**src/rtl/xor_share_arb.sv**
```systemverilog
// xor_share_arb: two requesters share one bitwise XOR unit through a
// round-robin arbiter; the result sits in a single-entry output register.
module xor_share_arb #(
   parameter int unsigned WIDTH = 8
) (
   input  logic             clk,
   input  logic             rst_n,
   input  logic             req0_valid,
   input  logic [WIDTH-1:0] req0_a,
   input  logic [WIDTH-1:0] req0_b,
   output logic             req0_ready,
   input  logic             req1_valid,
   input  logic [WIDTH-1:0] req1_a,
   input  logic [WIDTH-1:0] req1_b,
   output logic             req1_ready,
   output logic             rsp_valid,
   output logic             rsp_id,
   output logic [WIDTH-1:0] rsp_y,
   input  logic             rsp_ready
);

   typedef enum logic {
      ST_EMPTY = 1'b0,
      ST_HOLD  = 1'b1
   } state_t;

   state_t           r_state;
   state_t           w_state_nxt;
   logic             r_last_grant;
   logic             r_rsp_id;
   logic [WIDTH-1:0] r_rsp_y;

   logic             w_accept_en;
   logic             w_xfer;
   logic             w_grant;
   logic [WIDTH-1:0] w_op_a;
   logic [WIDTH-1:0] w_op_b;
   logic [WIDTH-1:0] w_xor;

   // State register; reset leaves the output register empty.
   always_ff @(posedge clk or negedge rst_n) begin
      if (!rst_n) begin
         r_state <= ST_EMPTY;
      end else begin
         r_state <= w_state_nxt;
      end
   end

   // Arbitration, handshake and next-state decode.
   always_comb begin
      w_state_nxt = r_state;
      w_accept_en = (r_state == ST_EMPTY) || rsp_ready;
      w_grant     = 1'b0;
      w_xfer      = 1'b0;
      req0_ready  = 1'b0;
      req1_ready  = 1'b0;

      // Contention goes to whoever did not win last; otherwise the lone requester.
      if (req0_valid && req1_valid) begin
         w_grant = ~r_last_grant;
      end else if (req1_valid) begin
         w_grant = 1'b1;
      end

      w_xfer     = w_accept_en && (req0_valid || req1_valid);
      req0_ready = w_xfer && !w_grant;
      req1_ready = w_xfer &&  w_grant;

      case (r_state)
         ST_EMPTY: begin
            if (w_xfer) begin
               w_state_nxt = ST_HOLD;
            end
         end
         ST_HOLD: begin
            // A taken result is replaced in the same cycle when a new one arrives.
            if (rsp_ready && !w_xfer) begin
               w_state_nxt = ST_EMPTY;
            end
         end
         default: begin
            w_state_nxt = ST_EMPTY;
         end
      endcase
   end

   // Operand select feeding the single shared XOR unit.
   always_comb begin
      w_op_a = w_grant ? req1_a : req0_a;
      w_op_b = w_grant ? req1_b : req0_b;
      w_xor  = w_op_a ^ w_op_b;
   end

   // Result and arbitration history, loaded only on a transfer.
   always_ff @(posedge clk or negedge rst_n) begin
      if (!rst_n) begin
         r_rsp_y      <= '0;
         r_rsp_id     <= 1'b0;
         r_last_grant <= 1'b1;
      end else if (w_xfer) begin
         r_rsp_y      <= w_xor;
         r_rsp_id     <= w_grant;
         r_last_grant <= w_grant;
      end
   end

   assign rsp_valid = (r_state == ST_HOLD);
   assign rsp_id    = r_rsp_id;
   assign rsp_y     = r_rsp_y;

endmodule

```
**config.mk**
```make
export PLATFORM = sky130hd
export DESIGN_NAME = xor_share_arb
export DESIGN_NICKNAME = d
export VERILOG_FILES = /design/src/rtl/xor_share_arb.sv
export SDC_FILE = /design/constraint.sdc
export NUM_CORES = 1
export LEC_CHECK = 0
export ABC_AREA = 1
export ABC_CLOCK_PERIOD_IN_PS = 2300
export CAP_MARGIN = 20
export CORE_MARGIN = 3
export CORE_UTILIZATION = 27
export CTS_BUF_LIST = sky130_fd_sc_hd__clkbuf_2 sky130_fd_sc_hd__clkbuf_4 sky130_fd_sc_hd__clkbuf_8
export CTS_CLUSTER_SIZE = 30
export DETAILED_ROUTE_END_ITERATION = 8
export MAX_ROUTING_LAYER = met4
export SYNTH_ARGS = -nofsm -noshare
export SYNTH_HDL_FRONTEND = slang
export SYNTH_SLANG_ARGS = --single-unit
```
**constraint.sdc**
```tcl
create_clock -name clk -period 2.3 [get_ports clk]
set_input_delay 0.575 -clock clk [delete_from_list [all_inputs] [get_ports clk]]
set_output_delay 0.575 -clock clk [all_outputs]
set_load 0.02 [all_outputs]
```
==> metrics.md, run 1 <==
| Metric | Value |
|---|---|
| Period utilisation layout | between 90% and 100% |
| Number of DRC markers in iteration 0 | 18 |
| Number of global-route vias before repair | 840 |
| Commonest non-fill, non-tap cells in the layout | nand2_1 (86), clkdlybuf4s50_1 (46), inv_1 (34), dfrtp_1 (10), nand3_1 (8) |
| Post-place setup slack | -0.322 ns |
| Total number of vias | 993 |
| Port bufs | between 40 and 50 |
| Critical path arrival | 1.60 ns |
| Max VDD drop | 0.177 mV |
| Initial antenna violation count | 0 |
| H-tree depth | 1 |
| # DRC | 0 |
| Count of different cell masters after synthesis | 12 |
| Root buf cell | clkbuf_4 |
| Endpoint of the worst hold path | r_last_grant |
| Post-synthesis cell area | 822 µm² |
| Starting Density | 29.1% |
| Num ports | 49 |
| Overflow after GRT | 0 |
| Worst hold path class | flop to flop |
| Detailed placement HPWL | 1780 µm |
| Sequential area share after synthesis | between 30% and 40% |
| P&R area growth vs syn | 70.6% |
| Full die area | 3740 µm² |
| Placeable core region | 2830 µm² |
| Clock skew | 0.00354 ns |
| Min-delay src | r_last_grant |
| Chip width | 61.2 µm |
| Via density per instance | 4.19 |
| Avg Cell Area, Syn | 5.55 µm² |
| Placed Cells | between 200 and 250 |
| Post-DR wirelength/cell | 9.03 µm |
| Leakage power | 0.836 nW |
| R2r worst-path depth | 6 |
| Layout cells sized above 1 | a little under a tenth |
| Nets@finish | 244 |
| Final setup margin | 0.124 ns |
| Post-route ant nets | 0 |
| Gr usage total | 11.9% |
| Final Hold Viols | 0 |
| Reg2reg setup slack | 1.18 ns |
| Worst EP required | 1.73 ns |
| Drt total wl | 2140 µm |
| R2R Path Start | r_last_grant |
| Power Density | ~470 nW/µm² |
| Mapped Nets | approximately 190 |
| Hold_buf cts | 0 |
| Postcts setup bufs | 0 |
| Routability-driven placement congestion ratio | 0.755 |
| Placed cell area | 1380 µm² |
| Fmax achieved | 0.460 GHz |
| Cells after Synth | 148 |
| Final non-filler cell total | around 240 |
| ANT cells | 0 |
| Rows | 19 |
| Post-layout util | 49.6% |
| Maximum number of pins on one net before global-route repair | 12 |
| Setup tns final | 0 ns |
| Clk sinks | 11 |
| Final setup vio count | 0 |
| Number of synthesis warnings | 0 |
| Filler Cells Inserted | 305 |
| Critical path launch point | req1_valid |
| Critical Path End Type | output port |
| Clock buffer count from CTS | 3 |
| Setup CP Type | primary input to output port |
| Hold Path Depth | 2 |
| Worst-path fanout max | 4 |
| CP Launch Type | primary input |
| Die H | 61.2 µm |
| DRT Pass-1 Iters | 2 |
| RSZ-0062 raised after global routing | false |
| Yosys reg bits | 11 |
| Maximum clock insertion buffer count | 2 |
| Clk slew on worst S/H paths | 0.07 ns |
| Max_slew headroom | 67.2% |
| WHS | 0.473 ns |
| Post-route cell area | ~1400 µm² |
| Total Power | 0.666 mW |
| TritonCTS clock tree | yes |
| Post-layout minimum cycle time | around 2.2 ns |
| Reg2Reg Capture Point | rsp_y[5] |
| Slew at the pin closest to its max-slew limit | 0.490 ns |
| Commonest non-fill, non-tap cell in the layout | nand2_1 |
| Run status | complete, no violations |
| Max-slew violation count | 0 |
| Max Cap Violations | 0 |
| Clock latency on the worst-skew pair | 0.26 ns |
| First-pass GRT wire length | 3230 µm |
-- area by class of cell --
class	instances	area [µm²]	area share [%]
clock buffers	4	30.0	2.14
inverters	36	135	9.63
multi-input cells	100	399	28.5
flip-flops and latches	11	277	19.7
well taps	31	38.8	2.77
repair buffers	55	523	37.3
-- registers in the layout, summed over array words and instances (netlist names) --
name / cells
rsp_id: 1
r_last_grant: 1
rsp_y: 8
rsp_valid: 1
-- routing by layer --
metal	GRT usage (%)	part of all wire [%]
met2	21.5	46
met1	12.7	43
met5	-	0
met4	5.57	1.6
met3	1.47	9.4
-- cell usage after synthesis, drive strengths merged --
| library cell | count | area, µm² |
|---|---|---|
| dfrtp | 10 | 250 |
| nor2 | 4 | 25.0 |
| buf | 1 | 11.3 |
| nand3 | 8 | 40.0 |
| dfstp | 1 | 26.3 |
| o21ai | 1 | 5.00 |
| inv | 36 | 135 |
| nand2 | 87 | 329 |
-- what timing repair did --
item | in CTS | in global routing
hold endpoints to repair | 0 | 0
setup endpoints to repair | 2 | 2
gates resized for setup | 6 | 2
-- cell families (layout without fill, tap and decap cells) --
| group | count (synthesis) | in the layout | synth area share (%) |
|---|---|---|---|
| AND/OR/NAND/NOR | 99 | 99 | 47.9 |
| buffers and inverters | 37 | 95 | 17.8 |
| flip-flops | 11 | 11 | 33.6 |
| AO/OA/AOI/OAI | 1 | 1 | 0.608 |
-- worst max-delay path, cell delays in order --
cell,delay [ns]
clkdlybuf4s50_1,0.51
nor2_2,0.07
nor2_4,0.14
nand2_1,0.08
inv_1,0.06
buf_2,0.16
-- how the worst max path moves through the flow --
stage	to	slack [ns]	depth (start not counted)
finish	req1_ready	0.12	6
global route	req0_ready	0.05	6
CTS	req0_ready	0.03	6
detailed placement	req0_ready	-0.32	6
global placement	req0_ready	-0.32	6
floorplan	req0_ready	0.46	5
-- report_power, final --
group          switching [mW]  internal [mW]
Combinational           0.134          0.149
Sequential             0.0163          0.225
Clock                  0.0626         0.0788
Total                   0.213          0.453
(Power assumes the default switching activity.)
==> run 2, diff against run 1 <==
Settings changed: CORE_MARGIN 3 to not set.
==> run 2 against run 1 <==
Net effect: via count down 1.8%; sequential share of layout area rose by 0.11 points; flip-flop and latch count unchanged; highest routed layer unchanged; the run now ends with design-rule violations left; largest cell class unchanged; critical endpoint is now req0_ready; core utilization is 0.27 points lower.
==> metrics.md, run 2 (synthesized netlist as in run 1, its figures left out) <==
| Metric | Value |
|---|---|
| CP Launch Type | primary input |
| Power Density | 472 nW/µm² (-0.51%) |
| ANT cells | 0 (unchanged) |
| Maximum number of pins on one net before global-route repair | 12 (unchanged) |
| Commonest non-fill, non-tap cells in the layout | nand2_1 (86), clkdlybuf4s50_1 (46), inv_1 (34), dfrtp_1 (10), nand3_1 (8) |
| Endpoint of the worst hold path | r_last_grant |
| Post-DR wirelength/cell | 8.73 µm (-3.4%) |
| Clk pwr share | 20.8% (-0.4 points) |
| Worst-path fanout max | 4 (unchanged) |
| M1 GR Usage | 15.0% (+2.3 points) |
| H-tree depth | 1 (unchanged) |
| M2 GR Usage | 25.2% (+3.8 points) |
| TritonCTS clock tree | yes |
| Filler Cells Inserted | 307 (+0.66%) |
| Clk slew on worst S/H paths | 0.06 ns (about the same) |
| Initial antenna violation count | 0 (unchanged) |
| Final setup margin | 0.0812 ns (-0.0428 ns) |
| Layout cells sized above 1 | 8.78% (-0.44 points) |
| Clk sinks | 11 (unchanged) |
| Reg power frac | 36.7% (+0.5 points) |
| Final Hold Viols | 0 (unchanged) |
| GR peak layer | met2 |
| Hold Path Depth | 2 (unchanged) |
| M3 GR Usage | 3.40% (+1.9 points) |
| Detailed placement HPWL | 1680 µm (-5.9%) |
| Slew at the pin closest to its max-slew limit | 0.476 ns (-0.0143 ns) |
| Num ports | 49 (unchanged) |
| Critical path arrival | 1.64 ns (+0.04 ns) |
| Period utilisation layout | 96.5% (+1.9 points) |
| Port bufs | 48 (unchanged) |
| Final setup vio count | 0 (unchanged) |
| R2r worst-path depth | 6 (unchanged) |
| Comb power frac | 42.5% (about the same) |
| Max VDD drop | 0.263 mV (+48%) |
| Sw frac | 31.5% (-0.47 points) |
| Critical Path End Type | output port |
| Setup CP Type | primary input to output port |
| Routability-driven placement congestion ratio | 0.792 (+5.0%) |
| Fmax achieved | 0.451 GHz (-1.9%) |
| Maximum clock insertion buffer count | 2 (unchanged) |
| Max-slew violation count | 0 (unchanged) |
| Via density per instance | 4.13 (-1.4%) |
| Post-place setup slack | -0.386 ns (-0.0641 ns) |
| Number of DRC markers in iteration 0 | 26 (+8) |
| Max Cap Violations | 0 (unchanged) |
| Max reg flops | 8 (unchanged) |
| Overflow after GRT | 0 (unchanged) |
| Number of global-route vias before repair | 874 (+4.0%) |
| Total Power | 0.659 mW (-1.0%) |
| Full die area | 3270 µm² (-13%) |
| Max_slew headroom | 68.2% (+0.96 points) |
| Leakage power | 0.831 nW (-0.59%) |
| Postcts setup bufs | 0 (unchanged) |
| Starting Density | 29.1% (unchanged) |
| DRT Pass-1 Iters | 6 (+4) |
| Total number of vias | 975 (-1.8%) |
| Failing checks | design-rule violations |
| # DRC | 6 (+6) |
| Die H | 57.2 µm (-6.5%) |
| Reg2Reg Capture Point | rsp_y[3] |
| RSZ-0062 raised after global routing | false |
| Min-delay src | r_last_grant |
| Clock skew | 0.00179 ns (-0.00175 ns) |
| Placeable core region | 2830 µm² (unchanged) |
| Rows | 19 (unchanged) |
| R2R Path Start | r_last_grant |
| Post-layout util | 49.3% (-0.27 points) |
| Reg2reg setup slack | 1.19 ns (about the same) |
| Commonest non-fill, non-tap cell in the layout | nand2_1 |
| Internal power | 0.452 mW (-0.36%) |
| Chip width | 57.2 µm (-6.5%) |
| Clock buffer count from CTS | 3 (unchanged) |
| Worst hold path class | flop to flop |
| Switching pwr | 0.208 mW (-2.5%) |
| Hold_buf cts | 0 (unchanged) |
| First-pass GRT wire length | 3410 µm (+5.5%) |
| P&R area growth vs syn | 69.7% |
| Worst EP required | 1.73 ns (about the same) |
| Gr usage total | 14.3% (+2.4 points) |
| Post-layout minimum cycle time | 2.22 ns (+0.0428 ns) |
| Drt total wl | 2060 µm (-3.8%) |
| Nets@finish | 243 (-0.41%) |
| Clock latency on the worst-skew pair | 0.26 ns (about the same) |
| Post_cts resized | 8 (+2) |
| Root buf cell | clkbuf_4 |
| Post-route ant nets | 0 (unchanged) |
| Run status | finished, violations left |
## run 2: cell type report
| class | count | area [µm²] | area share [%] |
|---|---|---|---|
| Inverter | 36 | 135 | 9.69 |
| Multi-Input combinational cell | 100 | 399 | 28.6 |
| Tap cell | 31 | 38.8 | 2.78 |
| Clock buffer | 4 | 30.0 | 2.15 |
| Timing Repair Buffer | 54 | 515 | 37.0 |
| Sequential cell | 11 | 277 | 19.8 |
## run 2: per-layer routing
layer,share of wire [%],vias to the layer above
met5,0,-
met4,2.6,0
met3,7.6,6
met2,46,40
met1,43,392
li1,-,537
## run 2: through the flow
| step | cell area, µm² | std cells | hold slack [ns] | setup TNS (ns) |
|---|---|---|---|---|
| 6_report | 1400 | 236 | 0.473 | 0 |
| 5_1_grt | 1400 | 236 | 0.506 | 0 |
| 4_1_cts | 1400 | 236 | 0.474 | 0 |
| 3_5_place_dp | 1380 | 232 | 0.464 | -0.726 |
| 3_3_place_gp | 1380 | 232 | 0.460 | -0.608 |
| 2_1_floorplan | 822 | 148 | 0.279 | 0 |
## run 2: worst max-delay path, cell delays in order
cell,delay (ns)
clkdlybuf4s50_1,0.51
nor2_2,0.07
nor2_4,0.15
inv_2,0.05
nor2_1,0.10
buf_2,0.18
## run 2: power by group through the flow
stage               registers, mW  logic [mW]  clock network [mW]
finish                      0.242       0.280               0.137
global route                0.244       0.310               0.160
CTS                         0.242       0.285               0.143
detailed placement          0.244       0.287                   0
global placement            0.244       0.281                   0
floorplan                   0.278      0.0906                   0
## run 2: worst max path at each step
stage	start	to	cells after the start
CTS	req1_valid	req0_ready	6
floorplan	req1_valid	req0_ready	5
finish	req1_valid	req0_ready	6
global placement	req1_valid	req1_ready	6
detailed placement	req1_valid	req0_ready	6
global route	req1_valid	req0_ready	6
==> run 3, diff against run 2 <==
Settings changed: ABC_CLOCK_PERIOD_IN_PS 2300 to 2800.
Clock period 2.3 ns to 2.8 ns, I/O delays scaled along.
==> run 3 against run 2 <==
Net effect: the run still ends with design-rule violations left; critical path depth unchanged; setup slack improved by 0.095 ns; sequential power decreased by 18%; largest power group unchanged; largest cell class unchanged.
==> metrics.md, run 3 (synthesized netlist as in run 1, its figures left out) <==
| Metric | Value |
|---|---|
| Critical path arrival | 1.92 ns (+0.28 ns) |
| Max_slew headroom | 68.8% (+0.63 points) |
| Period utilisation layout | 93.7% |
| Drt total wl | 2100 µm (+1.7%) |
| Maximum clock insertion buffer count | 2 (unchanged) |
| WHS | 0.475 ns (+0.00194 ns) |
| Post-place setup slack | -0.102 ns (+0.284 ns) |
| ANT cells | 0 (unchanged) |
| Final setup margin | 0.176 ns (+0.0946 ns) |
| Root buf cell | clkbuf_4 |
| Placed Cells | 232 (unchanged) |
| Layout cells sized above 1 | 7.80% (-0.98 points) |
| Clock buffer count from CTS | 3 (unchanged) |
| DRT Pass-1 Iters | 6 (unchanged) |
| Placeable core region | 2830 µm² (unchanged) |
| Number of DRC markers in iteration 0 | 33 (+27%) |
| H-tree depth | 1 (unchanged) |
| Worst hold path class | flop to flop |
| Die H | 57.2 µm (unchanged) |
| Post_cts resized | 2 (-6) |
| Multi-input logic area | 399 µm² (unchanged) |
| Routability-driven placement congestion ratio | 0.792 (unchanged) |
| Power Density | 386 nW/µm² (-18%) |
| Post-route cell area | 1400 µm² (+0.54%) |
| Failing checks | design-rule violations |
| Leakage power | 0.835 nW (+0.50%) |
| Placed cell area | 1380 µm² (unchanged) |
| Overflow after GRT | 0 (unchanged) |
| Gr usage total | 14.8% (+0.50 points) |
| Final setup vio count | 0 (unchanged) |
| Chip width | 57.2 µm (unchanged) |
| Via density per instance | 4.12 (-0.21%) |
| Max reg flops | 8 (unchanged) |
| Setup CP Type | primary input to output port |
| Filler Cells Inserted | 307 (unchanged) |
| Post-route ant nets | 0 (unchanged) |
| Detailed placement HPWL | 1700 µm (+1.5%) |
| Setup tns final | 0 ns (unchanged) |
| Hold_buf cts | 0 (unchanged) |
| Final Hold Viols | 0 (unchanged) |
| Total Power | 0.542 mW (-18%) |
| Run status | finished, violations left |
| Rows | 19 (unchanged) |
| Port bufs | 48 (unchanged) |
| RSZ-0062 raised after global routing | false |
| Worst-path fanout max | 4 (unchanged) |
| Max VDD drop | 0.230 mV (-12%) |
| Worst EP required | 2.10 ns (+0.37 ns) |
| P&R area growth vs syn | 70.6% |
| Critical Path End Type | output port |
| GR peak layer | met2 |
| Starting Density | 29.1% (unchanged) |
| Clock skew | 0.000295 ns (-0.00150 ns) |
| Postcts setup bufs | 0 (unchanged) |
| M2 GR Usage | 27.9% (+2.7 points) |
| CP Launch Type | primary input |
| Post-layout util | 49.6% (+0.27 points) |
| Full die area | 3270 µm² (unchanged) |
| Final non-filler cell total | 236 (unchanged) |
| Clk slew on worst S/H paths | 0.06 ns (about the same) |
| Post-DR wirelength/cell | 8.88 µm (+1.7%) |
| Commonest non-fill, non-tap cell in the layout | nand2_1 |
| Clk sinks | 11 (unchanged) |
| Max-slew violation count | 0 (unchanged) |
| Total number of vias | 973 (-0.21%) |
| Nets@finish | 243 (unchanged) |
| M1 GR Usage | 15.7% (+0.73 points) |
| M3 GR Usage | 3.17% (-0.23 points) |
| Maximum number of pins on one net before global-route repair | 12 (unchanged) |
| Commonest non-fill, non-tap cells in the layout | nand2_1 (86), clkdlybuf4s50_1 (46), inv_1 (34), dfrtp_1 (10), nand3_1 (8) |
| Fmax achieved | about 0.38 GHz |
| First-pass GRT wire length | 3630 µm (+6.5%) |
| Num ports | 49 (unchanged) |
| Reg2reg setup slack | 1.67 ns (+0.48 ns) |
| Initial antenna violation count | 0 (unchanged) |
| Max Cap Violations | 0 (unchanged) |
| Register Area | 277 µm² (unchanged) |
| Number of global-route vias before repair | 905 (+3.5%) |
| # DRC | 3 (-3) |
| Slew at the pin closest to its max-slew limit | 0.466 ns (-0.00937 ns) |
| TritonCTS clock tree | yes |
| Post-layout minimum cycle time | 2.62 ns |
| Clock latency on the worst-skew pair | 0.26 ns (about the same) |
[run 3: layer usage]
metal	part of all wire [%]	up-vias	wire, µm
li1	-	534	-
met1	41	399	859
met2	51	38	1060
met3	7.3	2	152
met4	1.2	0	25
met5	0	-	0
[run 3: path summary, 6_finish.rpt]
| kind | endpoint | cells after the start | start |
|---|---|---|---|
| setup reg to reg | rsp_y[3] | 6 | r_last_grant |
| hold reg to reg | rsp_id | 2 | rsp_id |
| min in group asynchronous | rsp_y[6] | 1 | rst_n |
| setup / recovery | req0_ready | 6 | req0_valid |
| hold / removal | rsp_id | 2 | rsp_id |
| max in group asynchronous | r_last_grant | 1 | rst_n |
[run 3: final cells by class]
type	instances	area share, %
multi-input combinational	100	28.5
timing repair buffer	54	37.3
tap	31	2.77
inverter	36	9.63
sequential	11	19.7
clock buffer	4	2.14
[run 3: power by group]
part	switching [mW]	internal, mW	total [mW]
combinational	0.110	0.122	0.231
sequential	0.0130	0.185	0.198
clock	0.0476	0.0647	0.112
total	0.170	0.371	0.542
[run 3: critical path: stages]
cell,delay [ns]
clkdlybuf4s50_1,0.51
nor2_2,0.07
nor2_4,0.15
inv_2,0.05
nor2_1,0.10
dlygate4sd2_1,0.34
